`src/rtl/mult_accum.sv`:
```
// mult_accum: sums a programmable-length run of unsigned products into a
// wide total. A start/busy/done/ack handshake lets a controller collect
// dot-product style results instead of sampling the multiplier directly.

module mult_accum #(
    parameter int DATA_W = 8,
    parameter int LEN_W  = 4,
    parameter int ACC_W  = 12
) (
    input  logic              clkb,
    input  logic              rst,
    input  logic              i_start,
    input  logic [LEN_W-1:0]  i_len,
    input  logic              i_valid,
    input  logic [DATA_W-1:0] i_product,
    input  logic              i_ack,
    output logic              o_busy,
    output logic              o_done,
    output logic [ACC_W-1:0]  o_sum
);

    typedef enum logic [1:0] {
        IDLE  = 2'd0,
        ACCUM = 2'd1,
        DONE  = 2'd2
    } state_t;

    // A length field of zero encodes the longest run, 2^LEN_W products,
    // which is why the countdown register is one bit wider than i_len.
    localparam logic [LEN_W:0] RUN_MAX  = {1'b1, {LEN_W{1'b0}}};
    localparam logic [LEN_W:0] RUN_LAST = (LEN_W+1)'(1);

    state_t             state_q, state_d;
    logic [ACC_W-1:0]   acc_q, acc_d;
    logic [LEN_W:0]     remaining_q, remaining_d;
    logic [ACC_W-1:0]   sum_q, sum_d;

    logic [LEN_W:0]     runLen;
    logic [ACC_W-1:0]   productExt;
    logic [ACC_W-1:0]   accNext;

    // Run length as loaded into the countdown, and the running sum including
    // the product on the bus this cycle (zero-extended, modulo 2^ACC_W).
    always_comb begin
        runLen     = (i_len == '0) ? RUN_MAX : {1'b0, i_len};
        productExt = {{(ACC_W-DATA_W){1'b0}}, i_product};
        accNext    = acc_q + productExt;
    end

    // Next-state logic: start loads the run, each valid product counts down,
    // the final product latches the result, and ack returns to idle.
    always_comb begin
        state_d     = state_q;
        acc_d       = acc_q;
        remaining_d = remaining_q;
        sum_d       = sum_q;
        unique case (state_q)
            IDLE: begin
                if (i_start) begin
                    acc_d       = '0;
                    remaining_d = runLen;
                    state_d     = ACCUM;
                end
            end
            ACCUM: begin
                if (i_valid) begin
                    acc_d       = accNext;
                    remaining_d = remaining_q - RUN_LAST;
                    if (remaining_q == RUN_LAST) begin
                        sum_d   = accNext;
                        state_d = DONE;
                    end
                end
            end
            DONE: begin
                // A start arriving together with ack is deliberately dropped;
                // the controller must present it again once we are idle.
                if (i_ack) begin
                    state_d = IDLE;
                end
            end
            default: begin
                state_d = IDLE;
            end
        endcase
    end

    // State and datapath registers; reset abandons any partial run at once.
    always_ff @(posedge clkb or posedge rst) begin
        if (rst) begin
            state_q     <= IDLE;
            acc_q       <= '0;
            remaining_q <= '0;
            sum_q       <= '0;
        end else begin
            state_q     <= state_d;
            acc_q       <= acc_d;
            remaining_q <= remaining_d;
            sum_q       <= sum_d;
        end
    end

    // Status flags come straight from the registered state so they are
    // glitch-free and mutually exclusive.
    always_comb begin
        o_busy = (state_q == ACCUM);
        o_done = (state_q == DONE);
        o_sum  = sum_q;
    end

endmodule
```
`config.mk`:
```
export PLATFORM = sky130hd
export DESIGN_NAME = mult_accum
export DESIGN_NICKNAME = d
export VERILOG_FILES = /design/src/rtl/mult_accum.sv
export SDC_FILE = /design/constraint.sdc
export NUM_CORES = 1
export LEC_CHECK = 0
export ABC_AREA = 1
export CAP_MARGIN = 20
export CORE_AREA = 3 3 66 68
export CTS_CLUSTER_DIAMETER = 80
export DETAILED_ROUTE_END_ITERATION = 10
export DIE_AREA = 0 0 69 71
export PLACE_DENSITY = 0.78
export RECOVER_POWER = 100
export SETUP_SLACK_MARGIN = 0.1
export SLEW_MARGIN = 20
export SYNTH_ARGS = -nofsm -noshare
export SYNTH_HDL_FRONTEND = slang
export SYNTH_SLANG_ARGS = --single-unit
```
`constraint.sdc`:
```
create_clock -name clkb -period 3.4 [get_ports clkb]
set_input_delay 0.68 -clock clkb [delete_from_list [all_inputs] [get_ports clkb]]
set_output_delay 0.68 -clock clkb [all_outputs]
set_load 0.05 [all_outputs]
```
-- Word level (Yosys, flattened, before mapping)
Cells that the tools add are included.
- output and inout port bits: 14
- flip-flop bits (word level): 31
- logic and storage cells: 31
- input bits: 17
- add/subtract/negate cells: 2
- equality and inequality tests: 7
- mux-type cells: 12
- reductions and logical operators: 6
- operator list (kind ; number):
    two-way mux 12 bit ; 2
    one-hot mux 12 bit (2 select lines) ; 1
    two-way mux 5 bit ; 3
    adder 12 x 8 -> 12 bit ; 1
    one-hot mux 5 bit (2 select lines) ; 1
    two-way mux 2 bit ; 4
    inequality test 2 bit (second input constant) ; 3
    one-hot mux 2 bit (3 select lines) ; 1
    AND reduction 3 bit ; 2
    equality test 5 x 1 -> 1 bit (second input constant) ; 1
    subtractor 5 x 1 -> 5 bit (second input constant) ; 1
    zero test 4 bit ; 1
    AND reduction 4 bit ; 1
    equality test 2 x 1 -> 1 bit (second input constant) ; 1
    equality test 2 bit (second input constant) ; 1
    zero test 2 bit ; 1
    inequality test 2 x 1 -> 1 bit (second input constant) ; 1
    nonzero test 2 bit ; 1

-- Logic depth before layout (Yosys ltp)
Gate-level depths: netlist (run 1).
- depth in word-level cells: 4
- mapped depth: 11
- mapped depth without buffers: 11

-- Worst setup path before layout (run 1)
No wires, ideal clock.
- path type: input to register
- start: input i_product[0]
- end: register acc_q[6]
- slack: 1.389 ns
- arrival time: 1.893 ns
- cell stages on the path: 10
- required time: 3.282 ns
- setup time: 0.118 ns
- cell sequence: ha_1 -> fa_1 -> nand2_1 -> nor2_1 -> nor2_1 -> inv_1 -> nand2_1 -> nand3b_1 -> nand3_1 -> nand2_1
- cells in the longest elaborated chain, start to end: 3
- RTL lines (item ; RTL line ; text):
    start: declaration ; 15 ; input logic [DATA_W-1:0] i_product,
    adder 12 x 8 -> 12 bit ; 47 ; accNext = acc_q + productExt;
    two-way mux 12 bit ; 66 ; if (i_valid) begin
    one-hot mux 12 bit (2 select lines) ; 57 ; unique case (state_q)
    end signal: assignment ; 92 ; acc_q <= '0;
    end signal: assignment ; 97 ; acc_q <= acc_d;
    end: declaration ; 34 ; logic [ACC_W-1:0] acc_q, acc_d;
Every way passes these cells. The select of a mux whose other input is x is not followed.
A chain may end at the register's enable or synchronous reset.

-- Final worst setup path (run 1)
- start: register state_q[1]
- end: output o_busy
- cells in the longest elaborated chain, start to end: 1
- RTL lines (item ; RTL line ; text):
    start: declaration ; 33 ; state_t state_q, state_d;
    start signal: assignment ; 96 ; state_q <= state_d;
    equality test 2 x 1 -> 1 bit ; 106 ; o_busy = (state_q == ACCUM);
    end: declaration ; 17 ; output logic o_busy,
Every way passes these cells.

==> results of run 1 <==
-- per-layer routing --
| metal | share of wire | routed length (um) | GRT usage |
|---|---|---|---|
| met1 | 0.46 | 1900 | 0.214 |
| met2 | 0.46 | 1900 | 0.304 |
| met3 | 0.044 | 182 | 0.0469 |
| met4 | 0.028 | 115 | 0.0976 |
| met5 | 0 | 0 | 0 |
-- registers in the layout (all words and copies together), names as in the netlist --
| name | cells |
|---|---|
| remaining_q | 5 |
| state_q | 2 |
| acc_q | 12 |
| o_sum | 12 |
-- cell families (layout without fill, tap and decap cells) --
logic type      Yosys count  in the layout  share of synthesized area
buf+inv                  34             71                     0.0775
compound gates           28             28                     0.0841
flops                    31             31                      0.407
fa+ha+maj                11             11                     0.0762
simple gates            140            140                      0.323
xor+xnor                  7              7                     0.0322
-- cell type report --
cell class,count,area share
Inverter,32,0.0536
Tap cell,50,0.0268
Clock buffer,6,0.0354
Timing Repair Buffer,31,0.130
Multi-Input combinational cell,186,0.406
Clock inverter,2,0.0150
Sequential cell,31,0.333
-- worst max-delay path, cell delays in order, from the launching register on --
cell and delay [ns]:
dfrtp_1 0.39, inv_2 0.10, nand2_4 0.08, inv_4 0.10
dlygate4sd3_1 0.87
-- stage by stage --
stage / setup WS [ns] / hold slack (ns) / utilization
floorplan: 1.39 / 0.453 / -
global placement: 0.855 / 0.465 / 0.576
detailed placement: 0.787 / 0.466 / 0.576
CTS: 0.879 / 0.493 / 0.606
global route: 0.696 / 0.513 / 0.596
finish: 0.890 / 0.481 / 0.596
-- worst paths after layout --
kind / start / endpoint / slack, ns / cells after the start
worst max register to register: state_q[1] / o_sum[4] / 1.40 / 8
worst max-delay path: state_q[1] / o_busy / 0.89 / 4
worst min register to register: o_sum[3] / o_sum[3] / 0.48 / 2
worst min-delay path: o_sum[3] / o_sum[3] / 0.48 / 2
max in group asynchronous: rst / acc_q[5] / 1.06 / 3
min in group asynchronous: rst / o_sum[9] / 1.39 / 3
-- power by group --
part           switching (W)  internal, W  leakage (nW)  total [W]
Clock               0.000142     0.000237        0.0612   0.000379
Combinational       0.000640     0.000317         0.796   0.000956
Sequential         0.0000950     0.000497         0.406   0.000592
Total               0.000876      0.00105          1.26    0.00193
-- cell usage in the layout, fill, tap and decap left out, drive strengths merged --
| cell | n |
|---|---|
| clkbuf | 7 |
| o21ai | 19 |
| dfrtp | 31 |
| o31ai | 1 |
| nand3b | 3 |
| xor2 | 6 |
| a21oi | 5 |
| nand4 | 4 |
| nor4 | 1 |
| xnor2 | 1 |
| nor3 | 1 |
| dlygate4sd3 | 17 |
| fa | 1 |
| clkdlybuf4s50 | 13 |
| nand2 | 93 |
| a21o | 1 |
| bufinv | 1 |
| o211ai | 1 |
| a31oi | 1 |
| clkinv | 1 |
| inv | 32 |
| ha | 10 |
| nand3 | 21 |
| nor2 | 17 |
==> metrics.txt, run 1 <==
H-Tree Depth 2; fmax around 400 MHz; Max VDD drop around 0.00034 V; multi-input gate area in the final layout 947 um2; Synth top area share 0.407; Die W 69 um; Finished Layout Cells between 300 and 400; Synth top cells by count 91 x nand2_1, 31 x dfrtp_1, 28 x inv_1; P per Cell Area a little over 800 nW/um2; cell area after layout 2330 um2; Post-synth EDFFs 0; Seq. cell area between 700 and 800 um2; RePlAce Congestion 0.889; largest net degree at the start of global routing 32; Overall Power between 0.0015 and 0.002 W; crit path DAT about 1.8 ns; Setup Buffers After CTS 0; cell leakage power about 1.3 nW; Worst-Margin Slew between 1.5 and 2 ns; global route overflow 0; Max Cap Violations 1; clk root buf clkbuf_8; gr usage total 0.182; failing checks capacitance limit, slew limit; post-synth top area cell dfrtp_1; initial antenna violation count 0; Die Ht between 70 and 80 um; initial core utilization 0.487; Period minus WS final roughly 2.5 ns; Placement Rows 23; clock sink total 31; area of the mapped netlist 1910 um2; ys flop type dfrtp_1; Hold Buf Count CTS 0; DRT iter0 DRCs 113; drt via density slightly above 5; ratio of cells with drive above 1 in the final layout 0.0486; placed cells 330; core area between 3000 and 4000 um2; Pins Over Slew Limit 32; number of antenna-violating nets in the routed design 0; first-pass GRT wire length between 7000 and 8000 um; vias in the first global route 1653; Port Buf Inserts 30; synth top area cells dfrtp_1 41%, nand2_1 18%, ha_1 6.6%, inv_1 5.5%, nand3_1 5.5%; Slew headroom -0.0818; DR WL/cell approximately 12 um; Synth async-reset ratio 1.00; fill count 386; n_diodes 0; Syn Area/Cell approximately 7.6 um2; number of detailed-route iterations in the first pass 4; status finished, violations left; placed cell areas around 2300 um2; Worst Path Class, Setup reg -> out; Final HPWL DP between 3000 and 4000 um; worst min path class reg -> reg; Synth warnings 0; total negative slack 0 ns; Post-Synthesis Cells 251; worst endpoint required time ~2.7 ns; Clock Pin Slew Worst Setup and Hold Paths roughly 0.07 ns; via count approximately 1700; RSZ-0062 raised after global routing false; # IOs 31; total wire length 4100 um; Worst Setup End Kind output port; CP Launch Type flip-flop; Max Buffers Root-to-Sink 2; Clk Latency, worst-skew pair a little under 0.3 ns; CP max FO 8; DRC Markers 0; synthesized flop and latch total 31; CTS tree yes; post-synthesis sequential area ratio 0.407; syn nets about 280; cts bufs inserted 5; most frequent cell after synthesis nand2_1; synth unique cells 27; clk_skew 0.00541 ns; Die Area 4900 um2; Period Utilization, post-route 0.738; # setup viols final 0; cts repair resizes 0; nets@finish 315; Final Hold Vio Count 0; Area growth, synth to finish 22.4%
Power figures use the tool's default switching activity.
==> run 2, diff against run 1 <==
Settings changed: CORE_AREA 3 3 66 68 to 3 3 68 70, DIE_AREA 0 0 69 71 to 0 0 71 73, PLACE_DENSITY 0.78 to 0.77.
Clock period 3.4 ns to 2.1 ns, I/O delays scaled along.
==> run 2 against run 1 <==
The run now ends clean. Critical path type unchanged. Sequential cell count did not move. Non-clock buffer count increased by 5. Clock power is 11% higher. Via count is essentially flat. Wire length decreased by 1.3%. Largest cell class unchanged. Setup slack worse by 0.73 ns. Cell count is 0.89% higher. Combinational power is 67% higher. Critical path depth fell by 3. Largest power group unchanged. Sequential power is 60% higher. Critical endpoint is now o_sum[6]. Cell area grew 0.48%. Utilization down 1.4 points.
==> metrics.txt, run 2 (synthesis results as in run 1) <==
status complete, no violations (was finished, violations left); cts bufs inserted 5 (unchanged); slowest stage delay, CP 0.89 ns (was 0.87 ns); Clk Latency, worst-skew pair 0.28 ns (was 0.29 ns); fmax ~520 MHz; Sw Share 0.473 (was 0.455); Pins Over Slew Limit 0 (was 32); Worst Setup End Kind output port (unchanged); DRC Markers 0 (unchanged); sequential share of power 0.319 (was 0.307); Max Buffers Root-to-Sink 2 (unchanged); Final Hold Vio Count 0 (unchanged); initial antenna violation count 0 (unchanged); switching power 0.00141 W (was 0.000876 W); Die W 71 um (was 69 um); CTS tree yes (unchanged); drt via density 5.00 (was 5.04); Die Area 5180 um2 (was 4900 um2); RePlAce Congestion 0.885 (was 0.889); n_diodes 0 (unchanged); largest net degree at the start of global routing 32 (unchanged); DRT iter0 DRCs 115 (was 113); DR WL/cell 11.9 um (was 12.1 um); total negative slack 0 ns (unchanged); CP Launch Type flip-flop (unchanged); first-pass GRT wire length 6880 um (was 7180 um); most common cell after layout, fill and taps aside nand2_1 (unchanged); cell breakdown of the critical path dlygate4sd3_1 (was inv_2 > nand2_4 > inv_4 > dlygate4sd3_1); worst path bufs/invs 1 (was 3); Pint 0.00157 W (was 0.00105 W); RSZ-0062 raised after global routing false (unchanged); worst endpoint required time 1.68 ns (was 2.72 ns); Area growth, synth to finish 23.0% (was 22.4%); Finished Layout Cells 341 (was 338); Port Buf Inserts 30 (unchanged); Slowest cell on crit path dlygate4sd3_1 (unchanged); # setup viols final 0 (unchanged); ratio of cells with drive above 1 in the final layout 0.0687 (was 0.0486); most frequent cells in the layout 91 x nand2_1, 31 x dfrtp_1, 30 x inv_1 (was 92 x nand2_1, 31 x dfrtp_1, 29 x inv_1); total wire length 4050 um (was 4100 um); Period minus WS final around 1.9 ns; Clock Pin Slew Worst Setup and Hold Paths 0.06 ns (was 0.07 ns); cell leakage power 1.28 nW (was 1.26 nW); number of antenna-violating nets in the routed design 0 (unchanged); Clk pwr share 0.141 (was 0.196); # IOs 31 (unchanged); nets@finish 320 (was 315); crit path DAT 1.52 ns (was 1.83 ns); CP max FO 2 (was 8); fill count 404 (was 386); via count 1705 (was 1704); clk_skew 0.00368 ns (was 0.00541 ns); initial core utilization 0.473 (was 0.487); clock sink total 31 (unchanged); Worst Path Class, Setup reg -> out (unchanged); number of detailed-route iterations in the first pass 4 (unchanged); vias in the first global route 1550 (was 1653); global route overflow 0 (unchanged); Max VDD drop 0.000676 V (was 0.000343 V); Worst-Margin Slew 0.774 ns (was 1.62 ns); crit-path leading delay family buffers and inverters (unchanged); placed cells 334 (was 330); multi-input gate area in the final layout 983 um2 (was 947 um2); Slew headroom 0.484 (was -0.0818); gr usage total 0.169 (was 0.182); P per Cell Area 1270 nW/um2 (was 826 nW/um2); Period Utilization, post-route 0.922; Seq. cell area 776 um2 (unchanged); H-Tree Depth 2 (unchanged); Placement Rows 23 (unchanged); Final HPWL DP 3070 um (was 3050 um); Max Cap Violations 0 (was 1); Die Ht 73 um (was 71 um); clk root buf clkbuf_8 (unchanged); Gate power share 0.540 (was 0.496); worst min path class reg -> reg (unchanged); core area 4030 um2 (was 3910 um2)
[run 2: cell count changes in the layout (fill, tap and decap cells not counted), moves of 2 or more]
cell,delta
buf_4,+4
clkbuf_1,+3
nor2_1,-3
dlygate4sd3_1,-2
[run 2: final timing paths]
check                               startpoint        end  slack (ns)  depth (start not counted)
min in group asynchronous                  rst  o_sum[10]        0.80                          3
worst max register to register  remaining_q[1]   o_sum[2]        0.30                          7
worst min-delay path                  o_sum[7]   o_sum[7]        0.48                          2
worst max-delay path                  o_sum[6]   o_sum[6]        0.16                          1
worst min register to register        o_sum[7]   o_sum[7]        0.48                          2
max in group asynchronous                  rst   o_sum[3]        0.81                          3
[run 2: power by group through the flow]
stage          clock network, W  logic [W]  registers, W
5_1_grt                0.000457    0.00180      0.000980
3_5_place_dp                  0    0.00166      0.000962
6_report               0.000420    0.00160      0.000949
3_3_place_gp                  0    0.00163      0.000957
2_1_floorplan                 0   0.000987       0.00119
4_1_cts                0.000426    0.00167      0.000953
[run 2: what timing repair did]
| item | in CTS | in global routing |
|---|---|---|
| setup buffers | 0 | 1 |
| hold buffers | 0 | 0 |
| setup endpoints to repair | 0 | 5 |
| gates resized for setup | 0 | 3 |
[run 2: area by class of cell]
cell class | instances | share of cell area
clock buffer | 6 | 0.0310
sequential | 31 | 0.331
timing repair buffer | 36 | 0.139
inverter | 32 | 0.0523
multi-input combinational | 186 | 0.420
tap | 50 | 0.0267
[run 2: per-layer routing]
| layer | track usage | part of all wire | vias up |
|---|---|---|---|
| li1 | - | - | 880 |
| met1 | 0.219 | 0.47 | 793 |
| met2 | 0.272 | 0.48 | 28 |
| met3 | 0.0344 | 0.035 | 4 |
| met4 | 0.0752 | 0.015 | 0 |
| met5 | 0 | 0 | - |
[run 2: metrics by stage]
step | setup WS, ns | power [W] | util | hold WS, ns | area, um2
after floorplan | 0.349 | 0.00218 | - | 0.453 | 1910
after global placement | -0.143 | 0.00259 | 0.566 | 0.466 | 2280
after detailed placement | -0.179 | 0.00262 | 0.566 | 0.471 | 2280
after CTS | 0.102 | 0.00305 | 0.584 | 0.487 | 2350
after global routing | 0.0521 | 0.00323 | 0.582 | 0.509 | 2340
final | 0.164 | 0.00297 | 0.582 | 0.477 | 2340
==> run 3, diff against run 2 <==
Settings changed: REMOVE_ABC_BUFFERS from default to 1, SLEW_MARGIN 20 to default.
==> run 3 against run 2 <==
Clock power about the same. Count of clock-buffer cells in the layout unchanged. Sequential share of layout area increased by 0.27 points.
==> metrics.txt, run 3 (synthesis results as in run 1) <==
CP Launch Type input pin (was flip-flop); initial core utilization 0.473 (unchanged); number of detailed-route iterations in the first pass 4 (unchanged); # setup viols final 0 (unchanged); status complete, no violations (unchanged); DRC Markers 0 (unchanged); RePlAce Congestion 0.862 (was 0.885); Clock Pin Slew Worst Setup and Hold Paths 0.06 ns (about the same); Slew headroom 0.483 (was 0.484); ratio of cells with drive above 1 in the final layout 0.0657 (was 0.0687); Die Ht 73 um (unchanged); initial antenna violation count 0 (unchanged); crit path DAT 2.13 ns (was 1.52 ns); CTS tree yes (unchanged); global route overflow 0 (unchanged); Clk Latency, worst-skew pair 0.28 ns (about the same); clk_skew 0.00526 ns (was 0.00368 ns); nets@finish 318 (was 320); worst min path class reg -> reg (unchanged); clk root buf clkbuf_8 (unchanged); Worst Setup End Kind flip-flop (was output port); CP most frequent cell nand2_1; cts bufs inserted 5 (unchanged); Max Buffers Root-to-Sink 2 (unchanged); via count 1686 (was 1705); Finished Layout Cells 339 (was 341); gr usage total 0.174 (was 0.169); Worst Path Class, Setup in -> reg (was reg -> out); RSZ-0062 raised after global routing false (unchanged); WHS Path Cells 2 (unchanged); cell breakdown of the critical path clkdlybuf4s50_1 > ha_1 > fa_2 > nand2_1 > nor2_1 > nor2_2 > inv_1 > nand2_1 > nand3b_1 > nand3_1 > nand2_1 (was dlygate4sd3_1); post-route core utilization 0.577 (was 0.582); reg-to-reg endpoint remaining_q[4] (was o_sum[2]); Period Utilization, post-route 0.933 (was 0.922); R2R setup slack 0.28 ns (was 0.30 ns); slowest stage delay, CP 0.41 ns (was 0.89 ns); worst endpoint required time 2.27 ns (was 1.68 ns); DR WL/cell 11.9 um (about the same); n_diodes 0 (unchanged); worst hold start o_sum[0] (was o_sum[7]); total negative slack 0 ns (unchanged); Port Buf Inserts 30 (unchanged); worst path bufs/invs 2 (was 1); H-Tree Depth 2 (unchanged); Worst-Margin Slew 0.776 ns (was 0.774 ns); P per Cell Area 1270 nW/um2 (about the same); cell leakage power 1.27 nW (was 1.28 nW); most common cell after layout, fill and taps aside nand2_1 (unchanged); clock sink total 31 (unchanged); reg2reg start state_q[0] (was remaining_q[1]); Die Area 5180 um2 (unchanged); Pins Over Slew Limit 0 (unchanged); hold_ws 0.473 ns (was 0.477 ns); CP max FO 2 (unchanged); Period minus WS final 1.96 ns (was 1.94 ns); largest net degree at the start of global routing 32 (unchanged); core area 4030 um2 (unchanged); fill count 398 (was 404); Area growth, synth to finish 22.0% (was 23.0%); number of antenna-violating nets in the routed design 0 (unchanged); total wire length 4040 um (was 4050 um); Slowest cell on crit path clkdlybuf4s50_1 (was dlygate4sd3_1); most frequent cells in the layout 91 x nand2_1, 31 x dfrtp_1, 29 x inv_1 (was 91 x nand2_1, 31 x dfrtp_1, 30 x inv_1); Final HPWL DP 3020 um (was 3070 um); # IOs 31 (unchanged); fmax 510 MHz (was 517 MHz); Placement Rows 23 (unchanged); Worst Reg-to-Reg Cells 7 (unchanged); drt via density 4.97 (was 5.00); first-pass GRT wire length 7130 um (was 6880 um); Max VDD drop 0.000389 V (was 0.000676 V); placed cells 333 (was 334); Place WS -0.242 ns (was -0.179 ns); vias in the first global route 1645 (was 1550); Die W 71 um (unchanged); Final Hold Vio Count 0 (unchanged); Hold EP o_sum[0] (was o_sum[7]); DRT iter0 DRCs 69 (was 115); crit-path leading delay family simple AND/OR/NAND/NOR gates (was buffers and inverters); final worst slack 0.141 ns (was 0.164 ns); Max Cap Violations 0 (unchanged)
## run 3: timing repair
item                       4_1_cts  5_1_grt
hold buffers                     0        0
hold endpoints to repair         0        0
gates resized for setup          2        1
pin swaps                        1        1
setup endpoints to repair        4        4
buffers inserted                 0        0
## run 3: metal layers
metal	up-vias	share of wire	global-route usage
li1	884	-	-
met3	4	0.047	0.0482
met4	0	0.011	0.0501
met2	42	0.48	0.294
met1	756	0.47	0.219
met5	-	0	0
## run 3: worst max path at each step
stage            startpoint              to  slack (ns)  depth (start not counted)
3_5_place_dp   i_product[0]        acc_q[6]       -0.24                         11
5_1_grt             i_valid  remaining_q[4]        0.06                          6
2_1_floorplan  i_product[0]        acc_q[6]        0.35                         10
4_1_cts        i_product[0]        acc_q[6]        0.13                         11
6_report       i_product[0]        acc_q[6]        0.14                         11
3_3_place_gp   i_product[0]        o_sum[8]       -0.12                         11
## run 3: stage by stage
step,power (W),cell area (um2)
after floorplan,0.00215,1880
after global placement,0.00257,2270
after detailed placement,0.00261,2270
after CTS,0.00304,2350
after global routing,0.00323,2320
final,0.00295,2320
## run 3: report_power, final
part | switching [W] | internal [W] | total, W
registers | 0.000149 | 0.000805 | 0.000955
clock network | 0.000197 | 0.000220 | 0.000417
logic | 0.00105 | 0.000525 | 0.00158
## run 3: area by class of cell
class                      count  area (um2)  share of cell area
clock buffer                   6        72.6              0.0312
inverter                      32         123              0.0527
multi-input combinational    186         976               0.420
sequential                    31         776               0.334
tap                           50        62.6              0.0269
timing repair buffer          34         315               0.136
## run 3: worst min-delay path: stages (launching register included)
cell	delay, ns
dfrtp_1	0.33
nand2_1	0.06
o21ai_2	0.05
